<file path="src/rtl/mem_port_adapter.sv">
// mem_port_adapter: RV32I multicycle memory port to word-addressed pmem.
// Optional feature macro: MEM_ADAPTER_TIMEOUT_EN (pmem wait timeout).
module mem_port_adapter #(
  parameter int unsigned TIMEOUT_CYCLES = 64
) (
  input  logic        clk,
  input  logic        rst,
  input  logic        mem_read,
  input  logic        mem_write,
  input  logic [2:0]  mem_funct3,
  input  logic [31:0] mem_address,
  input  logic [31:0] mem_wdata,
  output logic [31:0] mem_rdata,
  output logic        mem_resp,
  output logic        mem_misaligned,
  output logic        mem_timeout,
  output logic        pmem_read,
  output logic        pmem_write,
  output logic [31:0] pmem_address,
  output logic [31:0] pmem_wdata,
  output logic [3:0]  pmem_byte_enable,
  input  logic [31:0] pmem_rdata,
  input  logic        pmem_resp
);

  typedef enum logic [1:0] {
    IDLE,
    RD,
    WR,
    DONE
  } state_e;

  state_e      state_q, state_d;
  logic [1:0]  off_q, off_d;
  logic [31:0] mem_rdata_q, mem_rdata_d;
  logic        mem_resp_q, mem_resp_d;
  logic        mem_misaligned_q, mem_misaligned_d;
  logic        pmem_read_q, pmem_read_d;
  logic        pmem_write_q, pmem_write_d;
  logic [31:0] pmem_address_q, pmem_address_d;
  logic [31:0] pmem_wdata_q, pmem_wdata_d;
  logic [3:0]  pmem_byte_enable_q, pmem_byte_enable_d;

  logic        req_byte;
  logic        req_half;
  logic        req_word;
  logic        req_mis;
  logic [3:0]  req_be;
  logic [31:0] req_wdata;

  // funct3[2] only selects sign handling, which lives in the MDR mux.
  logic unused_ok;
  assign unused_ok = ^{mem_funct3[2], TIMEOUT_CYCLES};

`ifdef MEM_ADAPTER_TIMEOUT_EN
  localparam int unsigned CntW = $clog2(TIMEOUT_CYCLES + 1);
  localparam logic [CntW-1:0] WaitLimit = CntW'(TIMEOUT_CYCLES - 1);

  logic [CntW-1:0] wait_cnt_q, wait_cnt_d;
  logic            mem_timeout_q, mem_timeout_d;
`endif

  // Decode size, alignment and lane placement of the incoming request.
  always_comb begin
    req_byte  = (mem_funct3[1:0] == 2'b00);
    req_half  = (mem_funct3[1:0] == 2'b01);
    req_word  = !req_byte && !req_half;
    req_mis   = (req_half && mem_address[0])
             || (req_word && (mem_address[1:0] != 2'b00));
    req_be    = 4'b1111;
    req_wdata = mem_wdata;
    unique case (1'b1)
      req_byte: begin
        req_be    = 4'b0001 << mem_address[1:0];
        req_wdata = {4{mem_wdata[7:0]}};
      end
      req_half: begin
        req_be    = 4'b0011 << mem_address[1:0];
        req_wdata = {2{mem_wdata[15:0]}};
      end
      default: begin
        req_be    = 4'b1111;
        req_wdata = mem_wdata;
      end
    endcase
  end

  // Next-state and registered-output logic of the handshake FSM.
  always_comb begin
    state_d            = state_q;
    off_d              = off_q;
    mem_rdata_d        = mem_rdata_q;
    mem_resp_d         = 1'b0;
    mem_misaligned_d   = 1'b0;
    pmem_read_d        = pmem_read_q;
    pmem_write_d       = pmem_write_q;
    pmem_address_d     = pmem_address_q;
    pmem_wdata_d       = pmem_wdata_q;
    pmem_byte_enable_d = pmem_byte_enable_q;
`ifdef MEM_ADAPTER_TIMEOUT_EN
    wait_cnt_d         = wait_cnt_q;
    mem_timeout_d      = 1'b0;
`endif
    unique case (state_q)
      IDLE: begin
        if (mem_write || mem_read) begin
          if (req_mis) begin
            // Rejected before pmem sees anything.
            state_d          = DONE;
            mem_resp_d       = 1'b1;
            mem_misaligned_d = 1'b1;
            mem_rdata_d      = '0;
          end else begin
            off_d          = mem_address[1:0];
            pmem_address_d = {mem_address[31:2], 2'b00};
`ifdef MEM_ADAPTER_TIMEOUT_EN
            wait_cnt_d     = '0;
`endif
            if (mem_write) begin
              state_d            = WR;
              pmem_write_d       = 1'b1;
              pmem_wdata_d       = req_wdata;
              pmem_byte_enable_d = req_be;
            end else begin
              state_d            = RD;
              pmem_read_d        = 1'b1;
              pmem_byte_enable_d = 4'b1111;
            end
          end
        end
      end
      RD, WR: begin
        if (pmem_resp) begin
          state_d      = DONE;
          pmem_read_d  = 1'b0;
          pmem_write_d = 1'b0;
          mem_resp_d   = 1'b1;
          if (state_q == RD) begin
            mem_rdata_d = pmem_rdata >> {off_q, 3'b000};
          end else begin
            mem_rdata_d = '0;
          end
        end
`ifdef MEM_ADAPTER_TIMEOUT_EN
        else if (wait_cnt_q == WaitLimit) begin
          state_d       = DONE;
          pmem_read_d   = 1'b0;
          pmem_write_d  = 1'b0;
          mem_resp_d    = 1'b1;
          mem_timeout_d = 1'b1;
          mem_rdata_d   = '0;
        end else begin
          wait_cnt_d = wait_cnt_q + 1'b1;
        end
`endif
      end
      DONE: begin
        state_d = IDLE;
      end
    endcase
  end

  // State and output registers with synchronous reset.
  always_ff @(posedge clk) begin
    if (rst) begin
      state_q            <= IDLE;
      off_q              <= '0;
      mem_rdata_q        <= '0;
      mem_resp_q         <= 1'b0;
      mem_misaligned_q   <= 1'b0;
      pmem_read_q        <= 1'b0;
      pmem_write_q       <= 1'b0;
      pmem_address_q     <= '0;
      pmem_wdata_q       <= '0;
      pmem_byte_enable_q <= '0;
`ifdef MEM_ADAPTER_TIMEOUT_EN
      wait_cnt_q         <= '0;
      mem_timeout_q      <= 1'b0;
`endif
    end else begin
      state_q            <= state_d;
      off_q              <= off_d;
      mem_rdata_q        <= mem_rdata_d;
      mem_resp_q         <= mem_resp_d;
      mem_misaligned_q   <= mem_misaligned_d;
      pmem_read_q        <= pmem_read_d;
      pmem_write_q       <= pmem_write_d;
      pmem_address_q     <= pmem_address_d;
      pmem_wdata_q       <= pmem_wdata_d;
      pmem_byte_enable_q <= pmem_byte_enable_d;
`ifdef MEM_ADAPTER_TIMEOUT_EN
      wait_cnt_q         <= wait_cnt_d;
      mem_timeout_q      <= mem_timeout_d;
`endif
    end
  end

  assign mem_rdata        = mem_rdata_q;
  assign mem_resp         = mem_resp_q;
  assign mem_misaligned   = mem_misaligned_q;
  assign pmem_read        = pmem_read_q;
  assign pmem_write       = pmem_write_q;
  assign pmem_address     = pmem_address_q;
  assign pmem_wdata       = pmem_wdata_q;
  assign pmem_byte_enable = pmem_byte_enable_q;
`ifdef MEM_ADAPTER_TIMEOUT_EN
  assign mem_timeout      = mem_timeout_q;
`else
  assign mem_timeout      = 1'b0;
`endif

endmodule

</file>
<file path="config.mk">
export PLATFORM = sky130hd
export DESIGN_NAME = mem_port_adapter
export DESIGN_NICKNAME = d
export VERILOG_FILES = /design/src/rtl/mem_port_adapter.sv
export SDC_FILE = /design/constraint.sdc
export NUM_CORES = 1
export LEC_CHECK = 0
export CAP_MARGIN = 10
export CORE_MARGIN = 2
export CORE_UTILIZATION = 46
export DETAILED_ROUTE_END_ITERATION = 7
export GPL_TIMING_DRIVEN = 1
export HOLD_SLACK_MARGIN = 0.1
export PLACE_DENSITY = 0.93
export SETUP_SLACK_MARGIN = 0.15
export SLEW_MARGIN = 20
export SYNTH_ARGS = -nofsm -noshare
export SYNTH_HDL_FRONTEND = slang
export SYNTH_SLANG_ARGS = --single-unit
</file>
<file path="constraint.sdc">
create_clock -name clk -period 4.1 [get_ports clk]
set_input_delay 0.41 -clock clk [delete_from_list [all_inputs] [get_ports clk]]
set_output_delay 0.41 -clock clk [all_outputs]
set_load 0.05 [all_outputs]
</file>
==> results.cfg <==
[routing]
vias = 5106
drt_wl_total_um = 15830
firstDrtPassIters = 5
route.antenna.remaining_nets = 0
wl_per_cell_um = 17.27
via_per_inst = 5.568
drc = 0
drt_iter0_drc = 375

[hold_path]
min_from = pmem_address[19]$_SDFFE_PP0P_
hold_class = flop to flop
holdPathStages = 2
min_to = pmem_address[19]$_SDFFE_PP0P_

[worst_setup_path]
crit_required_ns = 4.35
endpoint_kind = flop
worstPathMaxFanout = 23
startpoint_type = input port
r2r_slack_ns = 1.53
reg2reg_depth = 6
rr_startpoint = state_q[0]$_SDFFE_PP0P_
worst-setup-path-type = input port to flop
critical_path_arrival_ns = 3.12
r2r-end = mem_rdata[19]$_SDFFE_PP0P_

[sta]
fin_tns_setup_ns = 0
setup_violations = 0
skew_ns = 0.01916
tightestPinTransition_ns = 1.126
relSlewSlack_pct = 24.92
fin_crit_ns = 2.873
maxSlewViolCount = 0
fmax_mhz = 348.1
final-hold-violation-count = 0
rsz0062_at_grt = no
fin_crit_sh_pct = 70.06
worst_hold_slack_ns = 0.4597

[clock_network]
cts_hold_buf = 0
cts_sinks = 106
cts_max_level = 3
clkSlewWorstSetupHoldPaths_ns = 0.10
cts_setup_buffers = 0
cts_buffers = 9
root_buffer = clkbuf_8
clk_path_buf_depth = 2
cts-resized-gates = 0
cts_tree = yes
clock_latency_ns = 0.37

[floorplanning]
dieArea_mm2 = 0.01156
start_util_pct = 47.53
die_y_um = 107.5
die_w_um = 107.5
num_rows = 37
io_pins = 209
core-area_mm2 = 0.01037

[finish]
fin_nets = 883
diodes = 0
area.growth.synth_to_final_pct = 45.04
num-fill-cells = 811
final_cell_area_mm2 = 0.007148
fin_util_pct = 68.93
drive_gt1_share_pct = 5.122

[pwr]
p_leak_nw = 2.573
switching_power_w = 0.001882
power.internal_w = 0.002173
power_frac_seq_pct = 32.5
swShare_pct = 46.40
pwr-share-comb_pct = 51.0
irDropWorstVdd_uv = 430.9
clkPwrFrac_pct = 16.4
pwr_density_cell_mw_per_mm2 = 567.3

[global_route]
grt_pass1_wl_um = 25220
grt_max_degree = 109
antenna_found_initial = 0
track_usage_pct = 27.21
grt_pass1_vias = 5118
grt_overflow = 0

[placement]
place_congestion = 0.8897
hpwl_um = 11520
io_buffers = 204
dpl_cell_area_mm2 = 0.006948

[yosys]
synth_edf_count = 0
synth.avg_cell_area_um2 = 8.173
synthArstFlopShare_pct = 0
synth_cell_types = 44
ys_ff_latch = 106
ys.flop_type = dfxtp_1
synth_area_mm2 = 0.004928
ys_seq_area_share_pct = 43.06
synth_cells = 603
yosysWarnings = 0

[flow_run]
maxCapViolCount = 0

[outcome]
status = completed
==> worst max-delay path: stages <==
cell and delay [ns]:
clkdlybuf4s50_1 0.66, buf_4 0.26, or2_1 0.48, a31o_1 0.47, nand2_2 0.40, o41ai_2 0.43
==> registers in the layout (all words and copies together) (netlist names) <==
register	flops
pmem_wdata	32
mem_rdata	32
mem_resp	1
mem_misaligned	1
pmem_byte_enable	4
off_q	2
pmem_read	1
pmem_address	30
pmem_write	1
state_q	2
==> power by group through the flow <==
stage,Combinational (W),Sequential (W),Clock [W]
2_1_floorplan,0.000928,0.00187,0
3_3_place_gp,0.00199,0.00133,0
3_5_place_dp,0.00206,0.00134,0
4_1_cts,0.00207,0.00132,0.000677
5_1_grt,0.00221,0.00134,0.000721
6_report,0.00207,0.00132,0.000667
==> how the worst max path moves through the flow <==
stage	slack, ns	end	from	cells past startpoint
final	1.23	mem_rdata[19]$_SDFFE_PP0P_	mem_funct3[1]	6
after global routing	1.05	mem_rdata[16]$_SDFFE_PP0P_	mem_funct3[1]	6
after floorplan	2.20	mem_rdata[19]$_SDFFE_PP0P_	state_q[0]$_SDFFE_PP0P_	9
after detailed placement	0.88	mem_rdata[18]$_SDFFE_PP0P_	mem_funct3[1]	6
after CTS	1.28	mem_rdata[18]$_SDFFE_PP0P_	mem_funct3[1]	6
after global placement	1.03	mem_rdata[16]$_SDFFE_PP0P_	mem_funct3[1]	6
==> cell type report <==
class	instances	area, um2	share of cell area, %
tap	136	170.2	2.381
clock inverter	6	72.57	1.015
multi-input combinational	444	2541	35.55
clock buffer	10	127.6	1.785
inverter	2	7.507	0.1050
sequential	106	2122	29.69
timing repair buffer	213	2107	29.48
==> per-stage QoR <==
| step | total power [W] | setup WS [ns] | std cells |
|---|---|---|---|
| floorplan | 0.002798 | 2.200 | 605 |
| global placement | 0.003323 | 1.034 | 901 |
| detailed placement | 0.003401 | 0.8829 | 901 |
| CTS | 0.004060 | 1.282 | 917 |
| global route | 0.004269 | 1.052 | 917 |
| finish | 0.004055 | 1.227 | 917 |
==> cell families (layout without fill, tap and decap cells) <==
| logic type | count (synthesis) | after routing | synth area share (%) |
|---|---|---|---|
| compound gates | 170 | 170 | 22.14 |
| fa+ha+maj | 3 | 3 | 0.7617 |
| buf+inv | 55 | 231 | 5.534 |
| flops | 106 | 106 | 43.06 |
| mux | 42 | 42 | 8.530 |
| other cells | 1 | 3 | 0.07609 |
| simple gates | 226 | 226 | 19.90 |
==> per-layer routing <==
metal	GRT usage [%]	share of wire, %	vias up	wire (um)
met5	0	0	-	0
met1	31.27	38	2412	5983
li1	-	-	2427	-
met4	9.799	2.8	0	446
met3	8.111	8.8	34	1401
met2	47.66	51	233	8001
==> synthesized netlist by cell type (2+ instances only) <==
| cell type | count | area share (%) |
|---|---|---|
| o31ai_1 | 8 | 1.2 |
| a21oi_1 | 68 | 6.9 |
| buf_4 | 9 | 1.4 |
| o41ai_1 | 3 | 0.53 |
| o41ai_2 | 5 | 1.7 |
| nor2_1 | 37 | 2.8 |
| a21o_1 | 2 | 0.30 |
| nand2b_1 | 2 | 0.25 |
| o21ai_0 | 32 | 3.2 |
| clkbuf_1 | 20 | 1.5 |
| ha_1 | 3 | 0.76 |
| buf_1 | 3 | 0.23 |
| o21ai_1 | 11 | 1.1 |
| dfxtp_1 | 106 | 43 |
| buf_2 | 20 | 2.0 |
| o22ai_1 | 8 | 1.0 |
| mux2i_1 | 42 | 8.5 |
| nor2b_1 | 26 | 3.3 |
| a311oi_1 | 9 | 1.6 |
| a211oi_1 | 12 | 1.8 |
| nand2_1 | 130 | 9.9 |
| inv_1 | 2 | 0.15 |
| nand3_1 | 3 | 0.30 |
| nor3_1 | 22 | 2.2 |
==> placed cells by master, fill, tap and decap left out, drive strengths merged, types with 12 or more instances in the layout <==
cell           count
a211oi            12
a21oi             70
clkdlybuf4s50    203
dfxtp            106
mux2i             42
nand2            131
nor2              37
nor2b             26
nor3              22
o21ai             44
(Power assumes the default switching activity.)
